$ cat config.mk
export PLATFORM = sky130hd
export DESIGN_NAME = sd_serializer
export DESIGN_NICKNAME = d
export VERILOG_FILES = /design/src/rtl/sd_serializer_pkg.sv /design/src/rtl/sd_digit_recoder.sv /design/src/rtl/sd_serializer.sv
export SDC_FILE = /design/constraint.sdc
export NUM_CORES = 1
export LEC_CHECK = 0
export BUFFER_PORTS_ARGS = -buffer_cell sky130_fd_sc_hd__buf_4
export CAP_MARGIN = 20
export CORE_UTILIZATION = 25
export DETAILED_ROUTE_END_ITERATION = 10
export GPL_TIMING_DRIVEN = 1
export PLACE_DENSITY = 0.5
export SKIP_CTS_REPAIR_TIMING = 1
export SLEW_MARGIN = 30
export SYNTH_ARGS = -nofsm -noshare
export SYNTH_HDL_FRONTEND = slang
export SYNTH_SLANG_ARGS = --single-unit
$ cat constraint.sdc
create_clock -name clk -period 1.81 [get_ports clk]
set_input_delay 0.0905 -clock clk [delete_from_list [all_inputs] [get_ports clk]]
set_output_delay 0.0905 -clock clk [all_outputs]
set_load 0.03 [all_outputs]
$ cat src/rtl/sd_serializer_pkg.sv
// Shared definitions for the signed-digit serializer: digit encodings,
// recoding-mode constants and the controller state type.
package sd_serializer_pkg;

    localparam logic [1:0] SD_ZERO = 2'b00;
    localparam logic [1:0] SD_POS  = 2'b01;
    localparam logic [1:0] SD_NEG  = 2'b10;

    localparam logic MODE_PLAIN = 1'b0;
    localparam logic MODE_BOOTH = 1'b1;

    typedef enum logic {
        ST_IDLE = 1'b0,
        ST_SEND = 1'b1
    } state_e;

endpackage

$ cat src/rtl/sd_digit_recoder.sv
// Maps one operand bit (and its lower neighbour) to a signed digit in
// either plain two's-complement weighting or Booth radix-2 recoding.
module sd_digit_recoder
    import sd_serializer_pkg::*;
(
    input  logic       b_i,
    input  logic       b_im1,
    input  logic       is_msb,
    input  logic       mode,
    output logic [1:0] digit
);

    // NOTE: assign every combinational output a default first so no path
    // through the block leaves it unassigned and infers a latch.
    always_comb begin
        digit = SD_ZERO;
        if (mode == MODE_BOOTH) begin
            if (b_im1 && !b_i) begin
                digit = SD_POS;
            end else if (!b_im1 && b_i) begin
                digit = SD_NEG;
            end
        end else if (b_i) begin
            // The sign bit carries negative weight in two's complement.
            digit = is_msb ? SD_NEG : SD_POS;
        end
    end

endmodule

$ cat src/rtl/sd_serializer.sv
// Serializes a captured two's-complement word into signed digits, MSB
// first, over a valid/ready handshake; supports plain and Booth recoding.
module sd_serializer
    import sd_serializer_pkg::*;
#(
    parameter int WIDTH = 16
) (
    input  logic             clk,
    input  logic             reset,
    input  logic             load_valid,
    output logic             load_ready,
    input  logic [WIDTH-1:0] din,
    input  logic             mode,
    output logic             digit_valid,
    input  logic             digit_ready,
    output logic [1:0]       digit,
    output logic             digit_last,
    output logic             done,
    input  logic             flush
);

    localparam int IDX_W = (WIDTH > 1) ? $clog2(WIDTH) : 1;
    localparam logic [IDX_W-1:0] IDX_MSB = IDX_W'(WIDTH - 1);

    state_e           state_q, state_d;
    logic [IDX_W-1:0] idx_q,   idx_d;
    logic [WIDTH-1:0] word_q,  word_d;
    logic             mode_q,  mode_d;
    logic             done_q,  done_d;

    logic       b_i;
    logic       b_im1;
    logic       is_msb;
    logic [1:0] rec_digit;

    // The word stays unshifted; the down-counter selects b[i] and b[i-1].
    assign b_i    = word_q[idx_q];
    assign b_im1  = (idx_q == '0) ? 1'b0 : word_q[idx_q - 1'b1];
    assign is_msb = (idx_q == IDX_MSB);

    sd_digit_recoder u_recoder (
        .b_i    (b_i),
        .b_im1  (b_im1),
        .is_msb (is_msb),
        .mode   (mode_q),
        .digit  (rec_digit)
    );

    always_comb begin
        state_d     = state_q;
        idx_d       = idx_q;
        word_d      = word_q;
        mode_d      = mode_q;
        done_d      = 1'b0;
        load_ready  = 1'b0;
        digit_valid = 1'b0;
        digit       = SD_ZERO;
        digit_last  = 1'b0;

        case (state_q)
            ST_IDLE: begin
                load_ready = 1'b1;
                if (load_valid && !flush) begin
                    word_d  = din;
                    mode_d  = mode;
                    idx_d   = IDX_MSB;
                    state_d = ST_SEND;
                end
            end
            ST_SEND: begin
                digit_valid = 1'b1;
                digit       = rec_digit;
                digit_last  = (idx_q == '0);
                // Flush wins over a handshake in the same cycle.
                if (flush) begin
                    state_d = ST_IDLE;
                    idx_d   = IDX_MSB;
                end else if (digit_ready) begin
                    if (idx_q == '0) begin
                        state_d = ST_IDLE;
                        idx_d   = IDX_MSB;
                        done_d  = 1'b1;
                    end else begin
                        idx_d = idx_q - 1'b1;
                    end
                end
            end
            default: state_d = ST_IDLE;
        endcase
    end

    // NOTE: sequential state uses non-blocking assignments so every flop
    // samples its _d value from before the edge, independent of block order.
    always_ff @(posedge clk or negedge reset) begin
        if (!reset) begin
            state_q <= ST_IDLE;
            idx_q   <= IDX_MSB;
            word_q  <= '0;
            mode_q  <= MODE_PLAIN;
            done_q  <= 1'b0;
        end else begin
            state_q <= state_d;
            idx_q   <= idx_d;
            word_q  <= word_d;
            mode_q  <= mode_d;
            done_q  <= done_d;
        end
    end

    assign done = done_q;

endmodule

== Word level (Yosys, flattened, before mapping) ==
Cells that the tools add are included.

* Bits of input ports: 22
* Register bits after elaboration: 23
* Logic and storage cells: 49
* Output and inout bits: 6

* Reduce and logical (&&, ||, !) cells: 9
* Mux-type cells: 28
* Equality and inequality tests: 3
* Add/subtract/negate cells: 1
* Order comparisons: 2
* Bitwise operators: 1

{| class="wikitable"
|+ Operators with widths
! operator !! number
|-
| $mux W4 || 4
|-
| $mux W1 || 14
|-
| $mux W2 || 6
|-
| $lt A4 B5 Y1 const B || 2
|-
| $bmux W1 S4 || 2
|-
| $pmux W4 S2 || 1
|-
| $eq A4 B4 Y1 const B || 1
|-
| $logic_not A4 Y1 || 1
|-
| $reduce_and A2 Y1 || 2
|-
| $sub A4 B1 Y4 const B || 1
|-
| $logic_and A1 B1 Y1 || 3
|-
| $logic_not A1 Y1 || 3
|-
| $ne A3 B3 Y1 const B || 1
|-
| $ne A2 B2 Y1 const B || 1
|-
| $pmux W1 S2 || 1
|-
| $not A1 Y1 || 1
|}

== Logic depth before layout (Yosys ltp) ==
Gate-level depths: netlist of the first run.

* Depth after elaboration: 10
* Mapped depth: 8
* Mapped depth without buffers: 7

== Modules after synthesis ==
From an unflattened synthesis of the first run, not the netlist that was laid out.

* Cells, all modules: 104
* Area total of the unflattened synthesis: 1306.3 sq um

{| class="wikitable"
|+ Modules (own cells, without submodules)
! module !! seq. area each (sq um) !! area each (sq um) !! cells each !! times used
|-
| sd_serializer || 580.6 || 1278.7 || 99 || 1
|-
| sd_digit_recoder || 0.0 || 27.5 || 5 || 1
|}

== Worst setup path before layout of the first run ==
Ideal clock, no wire load.

* Path kind: flip-flop to output port
* Start: register idx_q[0]
* End: output port digit[1]
* Cell stages (with the launch flop): 8
* Buffers on the path: 1
* Required time: 1.719 ns
* Arrival: 2.211 ns
* Slack: -0.492 ns
* Path through: dfstp_2 > buf_6 > inv_1 > ha_1 > mux4_1 > mux2i_1 > o22a_2 > nor4b_2

* Longest elaborated chain between the ends: 10
* Elaborated cells on any way between the ends: 18
* Those cells by class: 1 x add/sub; 1 x eq/ne; 11 x mux; 5 x reduce/logical

{| class="wikitable"
|+ RTL lines
! what !! RTL line !! source
|-
| start, declared || sd_serializer.sv:26 || <nowiki>logic [IDX_W-1:0] idx_q, idx_d;</nowiki>
|-
| start signal, assigned || sd_serializer.sv:103 || <nowiki>idx_q <= idx_d;</nowiki>
|-
| $sub A4 B1 Y4 || sd_serializer.sv:38 || <nowiki>assign b_im1 = (idx_q == '0) ? 1'b0 : word_q[idx_q - 1'b1];</nowiki>
|-
| $bmux W1 S4 || sd_serializer.sv:38 ||
|-
| $mux W1 (not written as such) || sd_serializer.sv:38 ||
|-
| $mux W1 || sd_serializer.sv:38 ||
|-
| $logic_not A1 Y1 || sd_digit_recoder.sv:20 || <nowiki>end else if (!b_im1 && b_i) begin</nowiki>
|-
| $logic_and A1 B1 Y1 || sd_digit_recoder.sv:20 ||
|-
| $mux W2 || sd_digit_recoder.sv:20 ||
|-
| $mux W2 || sd_digit_recoder.sv:18 || <nowiki>if (b_im1 && !b_i) begin</nowiki>
|-
| $mux W2 * || sd_digit_recoder.sv:17 || <nowiki>if (mode == MODE_BOOTH) begin</nowiki>
|-
| $mux W2 * || sd_serializer.sv:60 || <nowiki>case (state_q)</nowiki>
|-
| end, declared || sd_serializer.sv:16 || <nowiki>output logic [1:0] digit,</nowiki>
|}

Mark *: on every way between the ends. The rest lies on a longest branch, timed or not. The select of a mux whose other input is x is not followed.

== Worst setup path in the final report of the first run ==
Ends and elaborated chain as after synthesis.

==> results of run 1 <==
-- per-stage QoR --
| step | util, % | setup TNS (ps) | hold slack [ps] | area (µm²) |
|---|---|---|---|---|
| after floorplan | - | -370 | -205 | 1330 |
| after global placement | 34.5 | -333 | -0.776 | 1680 |
| after detailed placement | 34.5 | -471 | 2.94 | 1680 |
| after CTS | 35.5 | -1110 | -300 | 1730 |
| after global routing | 36.5 | -1250 | 3.48 | 1780 |
| final | 36.5 | -1070 | 11.4 | 1780 |
-- kinds of logic (layout without fill, tap and decap cells) --
family	after synthesis	after routing	share of synthesized area, %
mux	31	31	35.7
xor+xnor	1	1	0.669
compound gates	12	12	5.64
buf+inv	10	53	4.20
simple gates	16	16	7.54
flops	23	23	44.3
fa+ha+maj	2	2	1.91
-- registers in the layout, indices dropped and copies added (netlist names) --
register / cells
word_q: 16
idx_q: 4
done: 1
mode_q: 1
state_q: 1
-- layout make-up --
cell class	count	area (µm²)	share of cell area, %
inverter	5	18.8	1.05
tap	67	83.8	4.71
clock buffer	3	41.3	2.32
multi-input combinational	62	688	38.7
timing repair buffer	44	359	20.2
clock inverter	1	7.51	0.422
sequential	23	581	32.6
-- final timing paths --
| kind | from | end | slack, ps | cells after the start |
|---|---|---|---|---|
| worst max-delay path | idx_q[0]$_DFFE_PN1P_ | digit[1] | -580 | 7 |
| worst min-delay path | digit_ready | state_q$_DFF_PN0_ | 10 | 2 |
| worst max register to register | idx_q[0]$_DFFE_PN1P_ | state_q$_DFF_PN0_ | 320 | 6 |
| worst min register to register | word_q[14]$_DFFE_PN0P_ | word_q[14]$_DFFE_PN0P_ | 530 | 1 |
| max in group asynchronous | reset | idx_q[2]$_DFFE_PN1P_ | 1290 | 2 |
| min in group asynchronous | reset | word_q[13]$_DFFE_PN0P_ | 240 | 2 |
-- worst reg2reg max path, cell delays in order (launching register included) --
cell                       delay, ps
sky130_fd_sc_hd__dfstp_2         620
sky130_fd_sc_hd__inv_2            70
sky130_fd_sc_hd__ha_4            170
sky130_fd_sc_hd__nand2b_1        110
sky130_fd_sc_hd__buf_4           130
sky130_fd_sc_hd__nor2_1           50
sky130_fd_sc_hd__a311oi_1        250
-- per-layer routing --
layer  up-vias  wire [µm]  part of all wire, %
li1        442          -                    -
met4         0         25                 0.88
met5         -          0                    0
met3         4        135                  4.7
met2        28       1410                   49
met1       471       1290                   45
-- power breakdown --
group / internal (mW) / leakage [nW] / total (mW) / switching [mW]
registers: 0.607 / 0.269 / 0.692 / 0.0850
clock network: 0.156 / 0.0217 / 0.347 / 0.190
logic: 0.337 / 0.478 / 0.525 / 0.188
total: 1.10 / 0.768 / 1.56 / 0.464
-- synth_stat cells --
cell type	count	share of area [%]
sky130_fd_sc_hd__a21oi_1	2	0.76
sky130_fd_sc_hd__a21oi_2	1	0.67
sky130_fd_sc_hd__a311oi_1	1	0.67
sky130_fd_sc_hd__a31oi_1	1	0.48
sky130_fd_sc_hd__buf_2	2	0.76
sky130_fd_sc_hd__buf_6	2	1.7
sky130_fd_sc_hd__clkbuf_1	1	0.29
sky130_fd_sc_hd__dfrtp_1	19	36
sky130_fd_sc_hd__dfstp_2	4	8.0
sky130_fd_sc_hd__ha_1	2	1.9
sky130_fd_sc_hd__inv_1	5	1.4
sky130_fd_sc_hd__mux2_2	18	15
sky130_fd_sc_hd__mux2_4	1	1.1
sky130_fd_sc_hd__mux2i_1	4	3.1
sky130_fd_sc_hd__mux4_1	8	16
sky130_fd_sc_hd__nand2b_1	2	0.95
sky130_fd_sc_hd__nand3b_1	2	1.1
sky130_fd_sc_hd__nor2_1	6	1.7
sky130_fd_sc_hd__nor2b_1	1	0.48
sky130_fd_sc_hd__nor3_1	3	1.1
sky130_fd_sc_hd__nor3b_2	1	0.95
sky130_fd_sc_hd__nor4b_2	1	1.1
sky130_fd_sc_hd__o21ai_0	5	1.9
sky130_fd_sc_hd__o21ai_1	1	0.38
sky130_fd_sc_hd__o22a_2	1	0.76
sky130_fd_sc_hd__xnor2_1	1	0.67
==> results by group, run 1 <==
Synth
  • Number of warning messages in the yosys log: 0
  • Sequential area share after synthesis: 44.3%
  • Combined area of all synthesized cells: 1310 µm²
  • Net Count, Synth: roughly 120
  • Flop and latch count out of synthesis: 23
  • Count of different cell masters after synthesis: 26
  • Gate count of the mapped netlist: 95
  • Mean cell area of the mapped netlist: between 10 and 15 µm²

Placed design
  • Port buffer count: 27
  • Routability congestion estimate: between 0.8 and 0.9
  • Placed cells: between 150 and 200
  • Detailed placer's ending HPWL: 2120 µm
  • Post-placement worst setup slack: -283 ps

Floorplan
  • Core Rows: 25
  • Area of the die: 5530 µm²
  • Die H: 74.4 µm
  • Chip Width: 74.4 µm
  • Io pins: 28
  • Starting density of the core: 26.8%
  • Total core area: 4880 µm²

STA
  • Final Hold Fails: 0
  • Worst Setup Slack, final: -581 ps
  • Max-slew violation count: 0
  • Setup repair after global routing missed its margin: true
  • Maximum clock skew at final layout: 5.84 ps
  • Worst-Margin Slew: 342 ps
  • Share of the clock period used by the worst path after layout: 132%
  • Final setup violation count: 2
  • Normalized max-slew margin: approximately 77%
  • Final critical delay including setup and external delays: about 2400 ps
  • Timing-limited maximum frequency: 418 MHz

Critical path
  • Worst endpoint required time: roughly 1700 ps
  • Slowest cell on the critical path: sky130_fd_sc_hd__dfstp_2
  • Largest delay share family, worst path: flip-flops
  • Kind of end point of the critical path: primary output
  • Arrival time reported for the critical path endpoint: 2300 ps
  • Startpoint-to-endpoint class of the critical path: flip-flop to primary output
  • Sequence of cells on the critical path: inv_2 > ha_4 > mux4_2 > mux2i_1 > o22a_2 > nor4b_4 > buf_6
  • Largest fanout of any net on the critical path: 6
  • Critical Path Start Type: flip-flop
  • Peak per-stage delay on the critical path: roughly 620 ps
  • Number of buffers and inverters on the critical path: 2

Cells and area
  • Area growth from synthesis to final layout: 35.8%
  • Count of antenna diodes in the layout: 0
  • Layout cells sized above 1: 55.8%
  • Final net count: 163
  • Number of filler instances in the final layout: 517
  • Final standard cell count with taps included and fillers excluded: 205
  • Leading cell types in the layout, fill and taps excluded: sky130_fd_sc_hd__buf_4, sky130_fd_sc_hd__dfrtp_1, sky130_fd_sc_hd__mux2_2, sky130_fd_sc_hd__mux4_1, sky130_fd_sc_hd__nor2_1
  • Most common library cell in the layout ignoring fill and taps: sky130_fd_sc_hd__buf_4

Global route
  • Most crowded layer after global routing: met2
  • GRT Residual Overflow: 0
  • Pin count of the biggest net entering global routing: 24
  • Total GRT Usage: 11.3%
  • Routing usage on met1: 13.7%
  • Initial antenna violation count: 0
  • Met3 routing resource usage after global routing: 3.52%
  • Wire length of the first global-routing pass: 4600 µm
  • Met2 demand-to-capacity share in global routing: 19.1%
  • Via count of the first global-routing pass: 972

Outcome
  • Violated checks: negative setup slack
  • Run status: complete, but fails checks

Power and ir drop
  • Worst supply voltage drop on vdd: 378 µV
  • Cell leakage power: 0.768 nW
  • Power per cell area: 879 nW/µm²
  • Total power of the final layout: around 1.6 mW

Drt
  • Wirelength per Cell: about 14 µm
  • Remaining design rule violation count: 0
  • Initial DRC count: 34
  • Via density: 4.61
  • Wire length after detailed routing: 2860 µm
  • Number of detailed-routing iterations run before antenna repair: 4
  • Overall via count from detail_route: approximately 950
  • Post-DRT Antenna Nets: 0

Hold path
  • Hold/Removal Path Class: input port to flip-flop

Clocking
  • Clock insertion delay at the later pin of the skew report: ~280 ps
  • Sink count of the clock tree: 23
  • CTS tree: built
  • Clock Tree Buf Depth: 2
  • Clock buffers created by TritonCTS: 3
  • Depth of the CTS H-tree: 1
  • Clock root buffer: sky130_fd_sc_hd__clkbuf_8
  • CTS clk-pin slew, worst paths: around 90 ps

Job
  • Max Cap Viol: 0
Note: power is estimated with default switching activity, not from simulation.
==> inputs of run 2 (changes only) <==
--- a/config.mk
+++ b/config.mk
@@ -7,6 +7,7 @@
 export LEC_CHECK = 0
 export BUFFER_PORTS_ARGS = -buffer_cell sky130_fd_sc_hd__buf_4
 export CAP_MARGIN = 20
+export CORE_MARGIN = 2
 export CORE_UTILIZATION = 25
 export DETAILED_ROUTE_END_ITERATION = 10
 export GPL_TIMING_DRIVEN = 1
==> run 2 against run 1 <==
The run ends with negative hold slack, negative setup slack left. Cell count is 0.98% higher. Clock power is 3% lower. Die area is 5.4% higher. Global-route usage is 1.1 points lower. Worst setup slack worse by 4.7 ps. Sequential share of layout area is 0.39 points higher. First-iteration DRC count is 15% lower. Critical path type unchanged. Largest cell class unchanged.
==> results by group, run 2 (synthesized netlist as in run 1, its figures left out) <==
Clocking
  • CTS clk-pin slew, worst paths: 90 ps
  • CTS tree: built
  • Clock root buffer: sky130_fd_sc_hd__clkbuf_8
  • Sink count of the clock tree: 23
  • Clock buffers created by TritonCTS: 3
  • Clock Tree Buf Depth: 2
  • Depth of the CTS H-tree: 1
  • Clock insertion delay at the later pin of the skew report: roughly 270 ps

Drt
  • Wire length after detailed routing: about 2800 µm
  • Overall via count from detail_route: 922
  • Number of detailed-routing iterations run before antenna repair: 4
  • Wirelength per Cell: around 14 µm
  • Via density: between 4 and 5
  • Post-DRT Antenna Nets: 0
  • Remaining design rule violation count: 0
  • Initial DRC count: 29

Hold path
  • Hold/Removal Path Class: input port to flip-flop
  • Launch instance of the worst min-delay path: flush

Global route
  • Via count of the first global-routing pass: between 1000 and 1500
  • Initial antenna violation count: 0
  • GRT Residual Overflow: 0
  • Total GRT Usage: about a tenth
  • Wire length of the first global-routing pass: 4800 µm
  • Most crowded layer after global routing: met2
  • Met2 demand-to-capacity share in global routing: 16.2%
  • Met3 routing resource usage after global routing: 3.08%
  • Routing usage on met1: 13.9%
  • Pin count of the biggest net entering global routing: 24

Floorplan
  • Total core area: 5070 µm²
  • Area of the die: about 5800 µm²
  • Die H: 76.4 µm
  • Chip Width: 76.4 µm
  • Starting density of the core: 25.8%
  • Io pins: 28
  • Core Rows: 26

STA
  • Setup repair after global routing missed its margin: true
  • Share of the clock period used by the worst path after layout: 132%
  • Final Hold Fails: 1
  • Worst Setup Slack, final: -585 ps
  • Timing-limited maximum frequency: 417 MHz
  • Final setup violation count: 2
  • Worst-Margin Slew: about 350 ps
  • Max-slew violation count: 0
  • Maximum clock skew at final layout: 4.90 ps
  • Normalized max-slew margin: between 70 and 80%
  • Final critical delay including setup and external delays: 2400 ps
  • Final hold slack: -10.6 ps

Cells and area
  • Summed area of non-filler cells in the final layout: 1760 µm²
  • Final standard cell count with taps included and fillers excluded: 207
  • Register ranked first by flip-flop count: word_q
  • Area growth from synthesis to final layout: 34.2%
  • Count of antenna diodes in the layout: 0
  • Number of flip-flops in the largest register: 16
  • Leading cell types in the layout, fill and taps excluded: sky130_fd_sc_hd__buf_4, sky130_fd_sc_hd__dfrtp_1, sky130_fd_sc_hd__mux2_2, sky130_fd_sc_hd__nor2_1
  • Layout cells sized above 1: 58.4%
  • Most common library cell in the layout ignoring fill and taps: sky130_fd_sc_hd__buf_4
  • Regs by FF count: word_q (16), idx_q (4)
  • Final net count: 162

Power and ir drop
  • Cell leakage power: 0.748 nW
  • Worst supply voltage drop on vdd: 441 µV
  • Share of total power in combinational logic: roughly a third
  • Net Switching: 0.459 mW
  • Cell-internal power: about 1.1 mW
  • Part of the total power dissipated in the clock network: 21.7%
  • Share of power burned in registers: between 40% and 50%
  • Switching share of total power: between 20% and 30%
  • Power per cell area: just under 900 nW/µm²

Placed design
  • Port buffer count: 27
  • Post-placement worst setup slack: -286 ps
  • Placed cells: 198
  • Placed Instance Area: 1680 µm²
  • Routability congestion estimate: 0.767
  • Detailed placer's ending HPWL: 2040 µm

Critical path
  • Worst endpoint required time: roughly 1700 ps
  • Critical Path Start Type: flip-flop
  • Launching instance or port of the critical path: idx_q[0]$_DFFE_PN1P_
  • Kind of end point of the critical path: primary output
  • Largest fanout of any net on the critical path: 6
  • Arrival time reported for the critical path endpoint: 2300 ps
  • Launch instance of the worst register-to-register path: state_q$_DFF_PN0_
  • Startpoint-to-endpoint class of the critical path: flip-flop to primary output

Job
  • Max Cap Viol: 0

Outcome
  • Violated checks: negative hold slack, negative setup slack
  • Run status: complete, but fails checks
## run 2: cell count changes in the layout (fill, tap and decap cells not counted), sizes merged
cell and delta:
dlygate4sd3 -1
## run 2: area by class of cell
type / instances / area, µm²
Tap cell: 70 / 87.6
Timing Repair Buffer: 43 / 345
Inverter: 5 / 18.8
Multi-Input combinational cell: 62 / 677
Clock inverter: 1 / 7.51
Fill cell: 539 / 3320
Clock buffer: 3 / 41.3
Sequential cell: 23 / 581
## run 2: final timing paths
path / slack (ps) / depth (start not counted) / endpoint
min in group asynchronous: 240 / 2 / word_q[12]$_DFFE_PN0P_
setup / recovery: -590 / 7 / digit[1]
hold reg to reg: 540 / 1 / word_q[15]$_DFFE_PN0P_
hold / removal: -10 / 2 / state_q$_DFF_PN0_
max in group asynchronous: 1290 / 2 / idx_q[3]$_DFFE_PN1P_
setup reg to reg: 310 / 5 / idx_q[2]$_DFFE_PN1P_
## run 2: power by group through the flow
stage | Sequential [mW] | Clock, mW | Combinational [mW]
finish | 0.696 | 0.338 | 0.524
global route | 0.711 | 0.374 | 0.569
CTS | 0.689 | 0.359 | 0.506
detailed placement | 0.699 | 0 | 0.504
global placement | 0.698 | 0 | 0.492
floorplan | 0.655 | 0 | 0.356
## run 2: layer usage
metal	wire (µm)	vias up
li1	-	437
met1	1370	459
met2	1300	23
met3	128	3
met4	23	0
met5	0	-
## run 2: critical path, cell delays in order (launching register included)
cell,delay [ps]
sky130_fd_sc_hd__dfstp_2,620
sky130_fd_sc_hd__inv_2,70
sky130_fd_sc_hd__ha_4,290
sky130_fd_sc_hd__mux4_2,310
sky130_fd_sc_hd__mux2i_1,180
sky130_fd_sc_hd__o22a_2,180
sky130_fd_sc_hd__nor4b_4,190
sky130_fd_sc_hd__buf_4,200
## run 2: through the flow
step	util, %	total power [mW]	setup TNS, ps
floorplan	-	1.01	-370
global placement	33.1	1.19	-363
detailed placement	33.1	1.20	-501
CTS	34.1	1.55	-1150
global route	34.6	1.65	-1280
finish	34.6	1.56	-1080
==> inputs of run 3 (changes only) <==
--- a/config.mk
+++ b/config.mk
@@ -9,6 +9,7 @@
 export CAP_MARGIN = 20
 export CORE_MARGIN = 2
 export CORE_UTILIZATION = 25
+export CTS_BUF_LIST = sky130_fd_sc_hd__clkbuf_2
 export DETAILED_ROUTE_END_ITERATION = 10
 export GPL_TIMING_DRIVEN = 1
 export PLACE_DENSITY = 0.5
==> run 3 against run 2 <==
The flow finishes with violations (negative setup slack). Sequential power barely moved. Critical path depth unchanged. Clock-buffer cell count unchanged. Power down 5.0%. Fmax is 5.1% lower. Register-to-register slack lost 30 ps. Via count increased by 8.0%. Critical path type unchanged. Critical endpoint unchanged. Largest cell class unchanged.
==> results by group, run 3 (synthesized netlist as in run 1, its figures left out) <==
Outcome
  • Run status: complete, but fails checks
  • Violated checks: negative setup slack

Global route
  • Wire length of the first global-routing pass: 4800 µm
  • GRT Residual Overflow: 0
  • Initial antenna violation count: 0
  • Pin count of the biggest net entering global routing: 24
  • Total GRT Usage: 10.2%
  • Via count of the first global-routing pass: 1005

STA
  • Normalized max-slew margin: 76.8%
  • Max-slew violation count: 0
  • Final Hold Fails: 0
  • Timing-limited maximum frequency: between 300 and 400 MHz
  • Share of the clock period used by the worst path after layout: 139%
  • Final setup violation count: 2
  • Final critical delay including setup and external delays: 2520 ps
  • Setup repair after global routing missed its margin: true
  • Worst Setup Slack, final: -713 ps
  • Maximum clock skew at final layout: 7.85 ps
  • Worst-Margin Slew: roughly 350 ps

Drt
  • Wire length after detailed routing: 2890 µm
  • Overall via count from detail_route: about 1000
  • Highest routing layer actually used: met4
  • Wirelength per Cell: between 10 and 15 µm
  • Met3 layer wire length in the routed design: 113 µm
  • Remaining design rule violation count: 0
  • Via density: 4.37
  • Initial DRC count: 29
  • Post-DRT Antenna Nets: 0
  • Met2 routed WL: 1350 µm
  • Metal1 wirelength: approximately 1400 µm
  • Number of detailed-routing iterations run before antenna repair: 3

Critical path
  • Sequence of cells on the critical path: inv_2 > ha_4 > mux4_2 > mux2i_1 > o22a_2 > nor4b_4 > buf_4
  • Worst endpoint required time: 1720 ps
  • Crit Reg-Reg Endpoint: idx_q[2]$_DFFE_PN1P_
  • Slack of the worst reg-to-reg path: 280 ps
  • Peak per-stage delay on the critical path: 670 ps
  • Worst-case reg-to-reg path depth: 5
  • Critical Path Start Type: flip-flop
  • Slowest cell on the critical path: sky130_fd_sc_hd__dfstp_2
  • Arrival time reported for the critical path endpoint: 2430 ps
  • Largest fanout of any net on the critical path: 6
  • Launching instance or port of the critical path: idx_q[0]$_DFFE_PN1P_
  • Launch instance of the worst register-to-register path: state_q$_DFF_PN0_
  • Startpoint-to-endpoint class of the critical path: flip-flop to primary output
  • Kind of end point of the critical path: primary output

Job
  • Max Cap Viol: 0

Clocking
  • Clock root buffer: sky130_fd_sc_hd__clkbuf_2
  • Clock Tree Buf Depth: 2
  • Sink count of the clock tree: 23
  • Depth of the CTS H-tree: 1
  • Clock insertion delay at the later pin of the skew report: ~350 ps
  • Clock buffers created by TritonCTS: 3
  • CTS tree: built
  • CTS clk-pin slew, worst paths: 240 ps

Placed design
  • Placed cells: approximately 200
  • Post-placement worst setup slack: -286 ps
  • Port buffer count: 27
  • Routability congestion estimate: 0.767
  • Detailed placer's ending HPWL: 2040 µm

Cells and area
  • Leading cell types in the layout, fill and taps excluded: sky130_fd_sc_hd__buf_4, sky130_fd_sc_hd__dlygate4sd3_1, sky130_fd_sc_hd__dfrtp_1, sky130_fd_sc_hd__mux2_2, sky130_fd_sc_hd__nor2_1
  • Count of antenna diodes in the layout: 0
  • Number of filler instances in the final layout: 527
  • Sequential Area: around 580 µm²
  • Register ranked first by flip-flop count: word_q
  • Layout cells sized above 1: 52.5%
  • Area growth from synthesis to final layout: 49.3%
  • Regs by FF count: word_q (16), idx_q (4)
  • Most common library cell in the layout ignoring fill and taps: sky130_fd_sc_hd__buf_4
  • Final standard cell count with taps included and fillers excluded: 228
  • Final net count: 183
  • Multi-input logic area: 689 µm²
  • Number of flip-flops in the largest register: 16

Floorplan
  • Core Rows: 26
  • Starting density of the core: between 20% and 30%
  • Io pins: 28
  • Die H: 76.4 µm
  • Area of the die: 5840 µm²
  • Total core area: roughly 5100 µm²
  • Chip Width: 76.4 µm

Power and ir drop
  • Power per cell area: 756 nW/µm²
  • Cell leakage power: 0.839 nW
  • Worst supply voltage drop on vdd: 460 µV

Hold path
  • Hold/Removal Path Class: input port to asynchronous set/reset pin
## run 3: changes by cell type in the layout (fill, tap and decap cells not counted)
cell,previous run,this run
sky130_fd_sc_hd__dlygate4sd3_1,1,21
sky130_fd_sc_hd__nor3_2,0,1
sky130_fd_sc_hd__clkbuf_8,3,0
sky130_fd_sc_hd__nand2b_4,0,1
sky130_fd_sc_hd__buf_6,2,3
sky130_fd_sc_hd__clkbuf_2,0,3
sky130_fd_sc_hd__nand2b_1,2,1
sky130_fd_sc_hd__nor3_1,3,2
## run 3: layer usage
layer  global-route usage [%]  up-vias
met5                        0        -
met4                     2.18        0
met3                     3.08        2
met2                     16.2       21
met1                     13.9      493
li1                         -      480
## run 3: worst max path at each step
stage | to | slack [ps] | depth (start not counted)
final | digit[1] | -710 | 7
after detailed placement | digit[1] | -290 | 7
after global routing | digit[1] | -840 | 7
after floorplan | digit[1] | -210 | 7
after CTS | digit[1] | -740 | 7
after global placement | digit[1] | -190 | 7
## run 3: power by group
part	switching [mW]	internal, mW
Combinational	0.196	0.367
Clock	0.170	0.0513
Sequential	0.0875	0.607
## run 3: final cells by class
type / count / area share (%)
clock buffers: 3 / 0.768
repair buffers: 64 / 28.5
inverters: 5 / 0.960
clock inverters: 1 / 0.384
flip-flops and latches: 23 / 29.7
well taps: 70 / 4.48
multi-input cells: 62 / 35.3
## run 3: through the flow
step                      util (%)  TNS (ps)  hold slack (ps)  cell area (µm²)  total power [mW]
after floorplan                  -      -370             -205             1330              1.01
after global placement        33.1      -363            -1.59             1680              1.19
after detailed placement      33.1      -501             6.09             1680              1.20
after CTS                     33.6     -1420             -435             1700              1.43
after global routing          38.5     -1620              115             1960              1.58
final                         38.5     -1330              123             1960              1.48
## run 3: worst max-delay path, delay by kind of cell (launching register included)
family | cells | cell delay [ps]
AOI/OAI and AO/OA | 1 | 180
adders and majority gates | 1 | 290
buffers and inverters | 2 | 270
DFF | 1 | 670
muxes | 2 | 490
and+or+nand+nor | 1 | 190
